$ cat src/rtl/uart_boot_loader_pkg.sv
// Shared types and constants for the UART program loader.
package boot_pkg;

    localparam logic [7:0] SYNC_BYTE_DEF = 8'hA5;
    localparam int         DATA_BITS     = 8;
    localparam int         STOP_BITS     = 1;

    typedef enum logic [2:0] {
        ST_SYNC,
        ST_LEN_LO,
        ST_LEN_HI,
        ST_DATA,
        ST_CSUM,
        ST_DONE,
        ST_ERR
    } boot_state_t;

    typedef enum logic [1:0] {
        RX_IDLE,
        RX_START,
        RX_DATA,
        RX_STOP
    } rx_state_t;

endpackage

$ cat src/rtl/uart_boot_loader_if.sv
// Instruction RAM write port plus core reset/status, as driven by the loader.
interface uart_boot_loader_if;
    logic        mem_we;
    logic [31:0] mem_addr;
    logic [31:0] mem_wdata;
    logic        core_rst;
    logic        load_done;
    logic        load_err;

    modport master (output mem_we, mem_addr, mem_wdata, core_rst, load_done, load_err);
    modport slave  (input  mem_we, mem_addr, mem_wdata, core_rst, load_done, load_err);
endinterface

$ cat src/rtl/uart_boot_loader_rx.sv
// 8N1 UART receiver: synchronizer, mid-bit sampling, glitch-rejecting start check.
module uart_rx
    import boot_pkg::*;
#(
    parameter int CLKS_PER_BIT = 868
) (
    input  logic       clk,
    input  logic       rst,
    input  logic       i_rx,
    output logic       o_byte_valid,
    output logic [7:0] o_byte_data,
    output logic       o_frame_err
);
    localparam int CW = $clog2(CLKS_PER_BIT);
    localparam logic [CW-1:0] FULL_CNT = CW'(CLKS_PER_BIT - 1);
    localparam logic [CW-1:0] HALF_CNT = CW'(CLKS_PER_BIT / 2 - 1);

    rx_state_t     r_state;
    logic          r_meta, r_sync, r_prev;
    logic [CW-1:0] r_baud;
    logic [2:0]    r_bit;
    logic [7:0]    r_shift;
    logic [7:0]    r_data;
    logic          r_valid, r_err;

    // Receive state machine; r_prev gives a true falling-edge start detect.
    always_ff @(posedge clk) begin
        if (rst) begin
            r_state <= RX_IDLE;
            r_meta  <= 1'b1;
            r_sync  <= 1'b1;
            r_prev  <= 1'b1;
            r_baud  <= '0;
            r_bit   <= 3'd0;
            r_shift <= 8'h00;
            r_data  <= 8'h00;
            r_valid <= 1'b0;
            r_err   <= 1'b0;
        end else begin
            r_meta  <= i_rx;
            r_sync  <= r_meta;
            r_prev  <= r_sync;
            r_valid <= 1'b0;
            r_err   <= 1'b0;
            case (r_state)
                RX_IDLE: begin
                    r_baud <= '0;
                    r_bit  <= 3'd0;
                    if (r_prev && !r_sync) r_state <= RX_START;
                end
                RX_START: begin
                    if (r_baud == HALF_CNT) begin
                        r_baud  <= '0;
                        r_state <= r_sync ? RX_IDLE : RX_DATA;
                    end else begin
                        r_baud <= r_baud + 1'b1;
                    end
                end
                RX_DATA: begin
                    if (r_baud == FULL_CNT) begin
                        r_baud  <= '0;
                        r_shift <= {r_sync, r_shift[7:1]};
                        if (r_bit == 3'(DATA_BITS - 1)) begin
                            r_bit   <= 3'd0;
                            r_state <= RX_STOP;
                        end else begin
                            r_bit <= r_bit + 3'd1;
                        end
                    end else begin
                        r_baud <= r_baud + 1'b1;
                    end
                end
                RX_STOP: begin
                    if (r_baud == FULL_CNT) begin
                        r_baud <= '0;
                        if (!r_sync) begin
                            r_err   <= 1'b1;
                            r_state <= RX_IDLE;
                        end else if (r_bit == 3'(STOP_BITS - 1)) begin
                            r_valid <= 1'b1;
                            r_data  <= r_shift;
                            r_state <= RX_IDLE;
                        end else begin
                            r_bit <= r_bit + 3'd1;
                        end
                    end else begin
                        r_baud <= r_baud + 1'b1;
                    end
                end
                default: r_state <= RX_IDLE;
            endcase
        end
    end

    assign o_byte_valid = r_valid;
    assign o_byte_data  = r_data;
    assign o_frame_err  = r_err;
endmodule

$ cat src/rtl/uart_boot_loader.sv
// Framed UART program loader: writes words to instruction RAM, then releases the core.
module uart_boot_loader
    import boot_pkg::*;
#(
    parameter int          CLKS_PER_BIT = 868,
    parameter logic [31:0] BASE_ADDR    = 32'h0000_0000,
    parameter int          MAX_WORDS    = 1024,
    parameter logic [7:0]  SYNC_BYTE    = SYNC_BYTE_DEF
) (
    input  logic                clk,
    input  logic                rst,
    input  logic                i_rx,
    uart_boot_loader_if.master  o_bus
);
    logic        w_byte_valid;
    logic [7:0]  w_byte_data;
    logic        w_frame_err;
    logic [15:0] w_len_n;

    boot_state_t r_state;
    logic [15:0] r_len;
    logic [15:0] r_idx;
    logic [7:0]  r_sum;
    logic [1:0]  r_byte_k;
    logic [23:0] r_word;
    logic        r_mem_we;
    logic [31:0] r_mem_addr;
    logic [31:0] r_mem_wdata;
    logic        r_core_rst;
    logic        r_load_done;
    logic        r_load_err;

    uart_rx #(.CLKS_PER_BIT(CLKS_PER_BIT)) u_rx (
        .clk          (clk),
        .rst          (rst),
        .i_rx         (i_rx),
        .o_byte_valid (w_byte_valid),
        .o_byte_data  (w_byte_data),
        .o_frame_err  (w_frame_err)
    );

    assign w_len_n = {w_byte_data, r_len[7:0]};

    // Frame parser, word assembler, checksum and address generator.
    always_ff @(posedge clk) begin
        if (rst) begin
            r_state     <= ST_SYNC;
            r_len       <= 16'd0;
            r_idx       <= 16'd0;
            r_sum       <= 8'h00;
            r_byte_k    <= 2'd0;
            r_word      <= 24'h0;
            r_mem_we    <= 1'b0;
            r_mem_addr  <= BASE_ADDR;
            r_mem_wdata <= 32'h0;
            r_core_rst  <= 1'b1;
            r_load_done <= 1'b0;
            r_load_err  <= 1'b0;
        end else begin
            r_mem_we <= 1'b0;
            if (w_frame_err && r_state != ST_DONE) begin
                r_state    <= ST_ERR;
                r_load_err <= 1'b1;
                r_core_rst <= 1'b1;
            end else if (w_byte_valid) begin
                case (r_state)
                    ST_SYNC: begin
                        if (w_byte_data == SYNC_BYTE) r_state <= ST_LEN_LO;
                    end
                    ST_LEN_LO: begin
                        r_len[7:0] <= w_byte_data;
                        r_state    <= ST_LEN_HI;
                    end
                    ST_LEN_HI: begin
                        r_len[15:8] <= w_byte_data;
                        r_idx       <= 16'd0;
                        r_sum       <= 8'h00;
                        r_byte_k    <= 2'd0;
                        if (w_len_n > 16'(MAX_WORDS)) begin
                            r_state    <= ST_ERR;
                            r_load_err <= 1'b1;
                        end else if (w_len_n == 16'd0) begin
                            r_state <= ST_CSUM;
                        end else begin
                            r_state <= ST_DATA;
                        end
                    end
                    ST_DATA: begin
                        r_sum    <= r_sum + w_byte_data;
                        r_byte_k <= r_byte_k + 2'd1;
                        case (r_byte_k)
                            2'd0: r_word[7:0]   <= w_byte_data;
                            2'd1: r_word[15:8]  <= w_byte_data;
                            2'd2: r_word[23:16] <= w_byte_data;
                            2'd3: begin
                                r_mem_we    <= 1'b1;
                                r_mem_wdata <= {w_byte_data, r_word};
                                r_mem_addr  <= BASE_ADDR + 32'({r_idx, 2'b00});
                                r_idx       <= r_idx + 16'd1;
                                if (r_idx + 16'd1 == r_len) r_state <= ST_CSUM;
                            end
                            default: r_byte_k <= 2'd0;
                        endcase
                    end
                    ST_CSUM: begin
                        if (w_byte_data == r_sum) begin
                            r_state     <= ST_DONE;
                            r_core_rst  <= 1'b0;
                            r_load_done <= 1'b1;
                        end else begin
                            r_state    <= ST_ERR;
                            r_load_err <= 1'b1;
                        end
                    end
                    ST_DONE: r_state <= ST_DONE;
                    ST_ERR: begin
                        if (w_byte_data == SYNC_BYTE) begin
                            r_load_err <= 1'b0;
                            r_idx      <= 16'd0;
                            r_sum      <= 8'h00;
                            r_byte_k   <= 2'd0;
                            r_state    <= ST_LEN_LO;
                        end
                    end
                    default: r_state <= ST_SYNC;
                endcase
            end
        end
    end

    assign o_bus.mem_we    = r_mem_we;
    assign o_bus.mem_addr  = r_mem_addr;
    assign o_bus.mem_wdata = r_mem_wdata;
    assign o_bus.core_rst  = r_core_rst;
    assign o_bus.load_done = r_load_done;
    assign o_bus.load_err  = r_load_err;
endmodule

$ cat src/flat_wrapper.sv
// flat-port wrapper written by rule: the top's interface ports become plain ports
module uart_boot_loader_flat import boot_pkg::*;
#(
    parameter int          CLKS_PER_BIT = 868,
    parameter logic [31:0] BASE_ADDR    = 32'h0000_0000,
    parameter int          MAX_WORDS    = 1024,
    parameter logic [7:0]  SYNC_BYTE    = SYNC_BYTE_DEF
)
  (clk, rst, i_rx, o_bus_mem_we, o_bus_mem_addr, o_bus_mem_wdata, o_bus_core_rst, o_bus_load_done, o_bus_load_err);
  uart_boot_loader_if o_bus_i ();
  input  logic clk;
  input  logic rst;
  input  logic i_rx;
  output wire logic [$bits(o_bus_i.mem_we)-1:0] o_bus_mem_we;
  output wire logic [$bits(o_bus_i.mem_addr)-1:0] o_bus_mem_addr;
  output wire logic [$bits(o_bus_i.mem_wdata)-1:0] o_bus_mem_wdata;
  output wire logic [$bits(o_bus_i.core_rst)-1:0] o_bus_core_rst;
  output wire logic [$bits(o_bus_i.load_done)-1:0] o_bus_load_done;
  output wire logic [$bits(o_bus_i.load_err)-1:0] o_bus_load_err;
  assign o_bus_mem_we = o_bus_i.mem_we;
  assign o_bus_mem_addr = o_bus_i.mem_addr;
  assign o_bus_mem_wdata = o_bus_i.mem_wdata;
  assign o_bus_core_rst = o_bus_i.core_rst;
  assign o_bus_load_done = o_bus_i.load_done;
  assign o_bus_load_err = o_bus_i.load_err;
  uart_boot_loader #(.CLKS_PER_BIT(CLKS_PER_BIT), .BASE_ADDR(BASE_ADDR), .MAX_WORDS(MAX_WORDS), .SYNC_BYTE(SYNC_BYTE)) u_core (.clk(clk), .rst(rst), .i_rx(i_rx), .o_bus(o_bus_i));
endmodule
$ cat config.mk
export PLATFORM = sky130hd
export DESIGN_NAME = uart_boot_loader_flat
export DESIGN_NICKNAME = d
export VERILOG_FILES = /design/src/rtl/uart_boot_loader_pkg.sv /design/src/rtl/uart_boot_loader_if.sv /design/src/rtl/uart_boot_loader_rx.sv /design/src/rtl/uart_boot_loader.sv /design/src/flat_wrapper.sv
export SDC_FILE = /design/constraint.sdc
export NUM_CORES = 1
export LEC_CHECK = 0
export ABC_AREA = 1
export CAP_MARGIN = 20
export CORE_ASPECT_RATIO = 0.6
export CORE_MARGIN = 1
export CORE_UTILIZATION = 45
export CTS_BUF_LIST = sky130_fd_sc_hd__clkbuf_2 sky130_fd_sc_hd__clkbuf_4 sky130_fd_sc_hd__clkbuf_8
export CTS_CLUSTER_SIZE = 10
export DETAILED_ROUTE_END_ITERATION = 16
export HOLD_SLACK_MARGIN = 0.05
export PLACE_DENSITY = 0.66
export SYNTH_ARGS = -nofsm -noshare
export SYNTH_HDL_FRONTEND = slang
export SYNTH_SLANG_ARGS = --single-unit
$ cat constraint.sdc
create_clock -name clk -period 4.75 [get_ports clk]
set_input_delay 0.7125 -clock clk [delete_from_list [all_inputs] [get_ports clk]]
set_output_delay 0.7125 -clock clk [all_outputs]
set_load 0.01 [all_outputs]
* Word-level counts from Yosys, hierarchy flattened
Index checks and enable logic that the tools add are counted.
** Operators by class
- $lt $le $gt $ge :: 1
- Eq/ne operators :: 37
- Add/sub/neg operators :: 5
- Bitwise logic cells :: 6
- Mux-type cells :: 43
- Reductions and logical operators :: 35
** Operator list (number)
- case mux 16 bit (3 select lines) :: 1
- 2-to-1 mux 3 bit :: 12
- AND reduction 4 bit :: 9
- 2-to-1 mux 16 bit :: 2
- case mux 10 bit (3 select lines) :: 1
- case mux 8 bit (3 select lines) :: 1
- 2-to-1 mux 10 bit :: 2
- 2-to-1 mux 2 bit :: 10
- case mux 3 bit (6 select lines) :: 1
- adder 16 x 1 -> 16 bit, second input constant :: 1
- == test 16 bit :: 1
- > comparator 16 x 11 -> 1 bit, second input constant :: 1
- logical NOT 16 bit :: 1
- inequality test 3 x 1 -> 1 bit, second input constant :: 5
- AND reduction 5 bit :: 3
- inequality test 2 bit, second input constant :: 7
- == test 3 bit, second input constant :: 4
- adder 10 x 1 -> 10 bit, second input constant :: 1
- == test 10 bit, second input constant :: 1
- == test 10 x 9 -> 1 bit, second input constant :: 1
- case mux 3 bit (3 select lines) :: 1
- AND reduction 3 bit :: 3
- adder 8 bit :: 1
- == test 2 bit, second input constant :: 4
- 28 further kinds :: 53
** Storage, ports and cells
- Logic and storage cells :: 153
- Register bits :: 157
- Output and inout port bits :: 68
- Input bits :: 3

* Longest topological paths before layout
- Depth in word-level cells :: 7
- Mapped depth :: 18
- Mapped depth without buffers :: 18

* Cells and area by module
A second synthesis with hierarchy kept.
** Second synthesis, totals
- Cell total of the unflattened synthesis :: 986
- Area total of the unflattened synthesis :: 7233.2 um^2
** By module, submodules not included
- uart_boot_loader :: seq. area each 2422.3 um^2, instances 1, cells each 777, area each 5591.6 um^2
- uart_rx :: seq. area each 720.7 um^2, instances 1, cells each 209, area each 1641.6 um^2

* Least setup slack after synthesis
OpenSTA, ideal clock, no wires.
- Path kind :: flip-flop to flip-flop
- Start point :: register u_core.u_rx.r_data[0], in the netlist u_core.u_rx.o_byte_data[0]
- End point :: register u_core.r_sum[6]
- Required time :: 4680 ps
- Path slack :: 2812 ps
- Clock period less this slack :: 1938 ps
- Data arrival time :: 1867 ps
- Setup time :: 70 ps
- Cell stages (with the launch flop) :: 12
- Cell sequence :: dfxtp_1 > ha_1 > fa_1 > nand2_1 > nand2_1 > a21oi_1 > nor2_1 > o21ai_0 > nand2_1 > a211oi_1 > o21ai_0 > a21oi_1
** Between the ends
- Word-level cells in the longest chain between the ends :: 3
** RTL lines
- start: declaration :: RTL line uart_boot_loader_rx.sv:23 : logic [7:0] r_data;
- start signal: assignment :: RTL line uart_boot_loader_rx.sv:81 : r_data <= r_shift;
- branches (longest 3 deep; another with adder 8 bit)
- end signal: assignment :: RTL line uart_boot_loader.sv:89 : r_sum <= r_sum + w_byte_data;
- end: declaration :: RTL line uart_boot_loader.sv:23 : logic [7:0] r_sum;
Several ways; the timed one is not identified.
A chain may end at the register's enable or synchronous reset.

==> out/metrics.csv <==
stage,metric,value,unit
sta,skew,0.02287,ns
worst_setup_path,ff2ff_path_depth,13,
global_route,grt_usage,0.2175,
worst_setup_path,rr_endpoint,u_core.o_bus.mem_wdata[31]$_SDFFE_PP0P_,
cts,post_cts_resized,0,
cts,root_buffer,clkbuf_8,
global_route,overflow,0,
min_path,hold_path_class,reg -> reg,
cts,path_clk_slew,0.10,ns
worst_setup_path,path_class,reg -> reg,
sta,fin_ws,1.481,ns
power,peakVddDrop,0.1382,mV
drt,firstDrtPassIters,8,
synthesis,synth.top_cell.area_share,0.4509,
drt,wl_per_cell,14.04,um
floorplanning,row_count,34,
drt,route.detailed.drc,0,
power,p_per_area,302.6,nW/um2
cts,cts-buffers-inserted,17,
min_path,hold_depth,1,
worst_setup_path,worstPathArrival,3.68,ns
synthesis,synth.distinct_cells,38,
cts,cts_max_level,4,
place,port_buffers,54,
drt,drt_iter0_markers,545,
power,leakagePower,3.129,nW
synthesis,synthTopCellsByCount,"dfxtp_1, nand2_1, a21oi_1",
synthesis,ys_seq_area_frac,0.4509,
synthesis,ys_seq_elements,157,
run,drv_cap,0,
layout,nNetsFinal,1011,
min_path,min_to,u_core.u_rx.r_sync$_SDFF_PP1_,
synthesis,synth_top_cell_by_area,dfxtp_1,
cts,clk_path_buf_depth,2,
worst_setup_path,crit_chain,inv_1 > nand2_1 > nor3_1 > nand4_1 > and2_1 > inv_2 > nand2_2 > nor2_8 > nand2_2 > inv_2 > buf_4 > o21ai_0 > a21oi_1,
synthesis,yosys_warnings,0,
worst_setup_path,cp.required,5.16,ns
synthesis,ys.flop_type,dfxtp_1,
synthesis,synthTopCellsByArea,"dfxtp_1, a21oi_1, nand2_1, o21ai_0, nor2_1",
cts,clkLatencyLatePin,0.47,ns
worst_setup_path,reg2reg_from,u_core.u_rx.o_byte_data[3]$_SDFFE_PP0P_,
place,dp_cells,1168,
cts,cts_sinks,157,
sta,setup_viol,0,
place,place_congestion,0.9263,
sta,min_period,3.269,ns
worst_setup_path,r2r_slack,1.48,ns
cts,cts_tree,done,
sta,grt_setup_unrepaired,no,
global_route,antenna_found_initial,0,
floorplanning,io_pins,71,
drt,viasPerCell,5.164,
floorplanning,start_util,0.4708,
floorplanning,coreArea,14800,um2
synthesis,synth-async-reset-ratio,0,
sta,drv_slew,0,
min_path,min_from,u_core.u_rx.r_meta$_SDFF_PP1_,
global_route,grt_pass1_vias,5379,
drt,ant_nets,0,
status,status,"complete, no violations",
sta,maxSlewHeadroom,0.4568,
sta,tns,0,ns
sta,hold_viol,0,
layout,syn_to_final_growth,14.32,%
sta,min_period_over_period,0.6882,
place,pre_cts_ws,1.457,ns
floorplanning,die_h,98.41,um
worst_setup_path,endpoint_kind,flip-flop,
drt,vias,6202,
synthesis,synth-edff-count,0,
sta,worstMarginPinSlew,0.8136,ns
worst_setup_path,start_kind,flip-flop,
floorplanning,die_w,162.7,um
synthesis,synth_area,6970,um2
synthesis,synthCells,949,
worst_setup_path,worstPathMaxFanout,51,
floorplanning,die_area,16010,um2
worst_setup_path,max_stage_delay,0.75,ns
drt,drt-total-wl,16.86,mm
layout,drive_gt1_frac,0.05783,
cts,hold_buffers,0,
worst_setup_path,cp_slowest_cell,inv_2,
sta,clock.fmax,0.3059,GHz
worst_setup_path,crit_family,buffers and inverters,
layout,diodes,0,
synthesis,synth.most_common_cell,dfxtp_1,
global_route,grt_max_degree,82,
layout,final_cells,1201,
global_route,grt_pass1_wl,27.43,mm
cts,cts_setup_buffers,0,
place,post-dp-hpwl,11.80,mm
worst_setup_path,cp_num_buf_inv,4,
synthesis,synth.avg_cell_area,7.345,um2
-- area by class of cell --
class	count	area (um2)
Clock buffer	17	234.0
Clock inverter	15	171.4
Fill cell	1470	6835
Inverter	98	367.9
Multi-Input combinational cell	657	3214
Sequential cell	157	3143
Tap cell	198	247.7
Timing Repair Buffer	59	590.6
-- flip-flops by register name, summed over array words and instances (netlist names), 2 cells and up, named ones only --
name / count
u_core.r_byte_k: 2
u_core.u_rx.r_baud: 10
u_core.u_rx.r_bit: 3
u_core.r_state: 3
u_core.r_idx: 16
u_core.o_bus.mem_addr: 16
u_core.r_len: 16
u_core.r_word: 24
u_core.u_rx.o_byte_data: 8
u_core.u_rx.r_shift: 8
u_core.o_bus.mem_wdata: 32
u_core.r_sum: 8
-- per-stage QoR --
step                total power, mW  hold slack, ns  instance area (um2)    util
global placement              1.429          0.4028                 7543  0.5096
CTS                           2.424          0.4488                 7949  0.5369
floorplan                     1.421          0.3895                 7027       -
global route                  2.490          0.4660                 7969  0.5383
detailed placement            1.429          0.4115                 7543  0.5096
finish                        2.411          0.4412                 7969  0.5383
-- metal layers --
| layer | track usage | share of wire |
|---|---|---|
| met5 | 0 | 0 |
| met3 | 0.04843 | 0.075 |
| met4 | 0.06398 | 0.010 |
| met2 | 0.2857 | 0.39 |
| met1 | 0.3432 | 0.53 |
-- power by group --
group	switching (mW)	internal (mW)
Combinational	0.0530	0.0214
Sequential	0.00450	1.32
Clock	0.610	0.401
Total	0.668	1.74
-- cell usage in the layout (no fill, tap or decap), types with 13 or more instances in the layout --
cell | Yosys | routed
inv_1 | 89 | 88
dfxtp_1 | 157 | 157
nand4_1 | 13 | 13
nor2_1 | 115 | 115
o21ai_0 | 107 | 107
conb_1 | 1 | 16
nand2_1 | 153 | 153
nand3_1 | 53 | 53
clkbuf_8 | 0 | 17
a21oi_1 | 117 | 117
clkdlybuf4s50_1 | 0 | 54
ha_1 | 17 | 17
-- logic make-up (layout without fill, tap and decap cells) --
group,Yosys count,in the layout,synth area share
other,1,16,0.0005380
adders and majority gates,18,18,0.03339
and+or+nand+nor,367,367,0.2273
DFF,157,157,0.4509
xor gates and xnor gates,6,6,0.007539
buffers and inverters,150,189,0.09603
AOI/OAI and AO/OA,250,250,0.1843
-- worst max path at each step --
stage / to / depth (start not counted) / start
2_1_floorplan: u_core.r_sum[6]$_SDFFE_PP0P_ / 11 / u_core.u_rx.o_byte_data[0]$_SDFFE_PP0P_
3_3_place_gp: u_core.o_bus.mem_wdata[27]$_SDFFE_PP0P_ / 13 / u_core.u_rx.o_byte_data[3]$_SDFFE_PP0P_
3_5_place_dp: u_core.o_bus.mem_wdata[27]$_SDFFE_PP0P_ / 13 / u_core.u_rx.o_byte_data[3]$_SDFFE_PP0P_
4_1_cts: u_core.o_bus.mem_wdata[27]$_SDFFE_PP0P_ / 13 / u_core.u_rx.o_byte_data[3]$_SDFFE_PP0P_
5_1_grt: u_core.o_bus.mem_wdata[30]$_SDFFE_PP0P_ / 13 / u_core.u_rx.o_byte_data[3]$_SDFFE_PP0P_
6_report: u_core.o_bus.mem_wdata[31]$_SDFFE_PP0P_ / 13 / u_core.u_rx.o_byte_data[3]$_SDFFE_PP0P_
No activity file was read; power rests on OpenSTA's default activity.
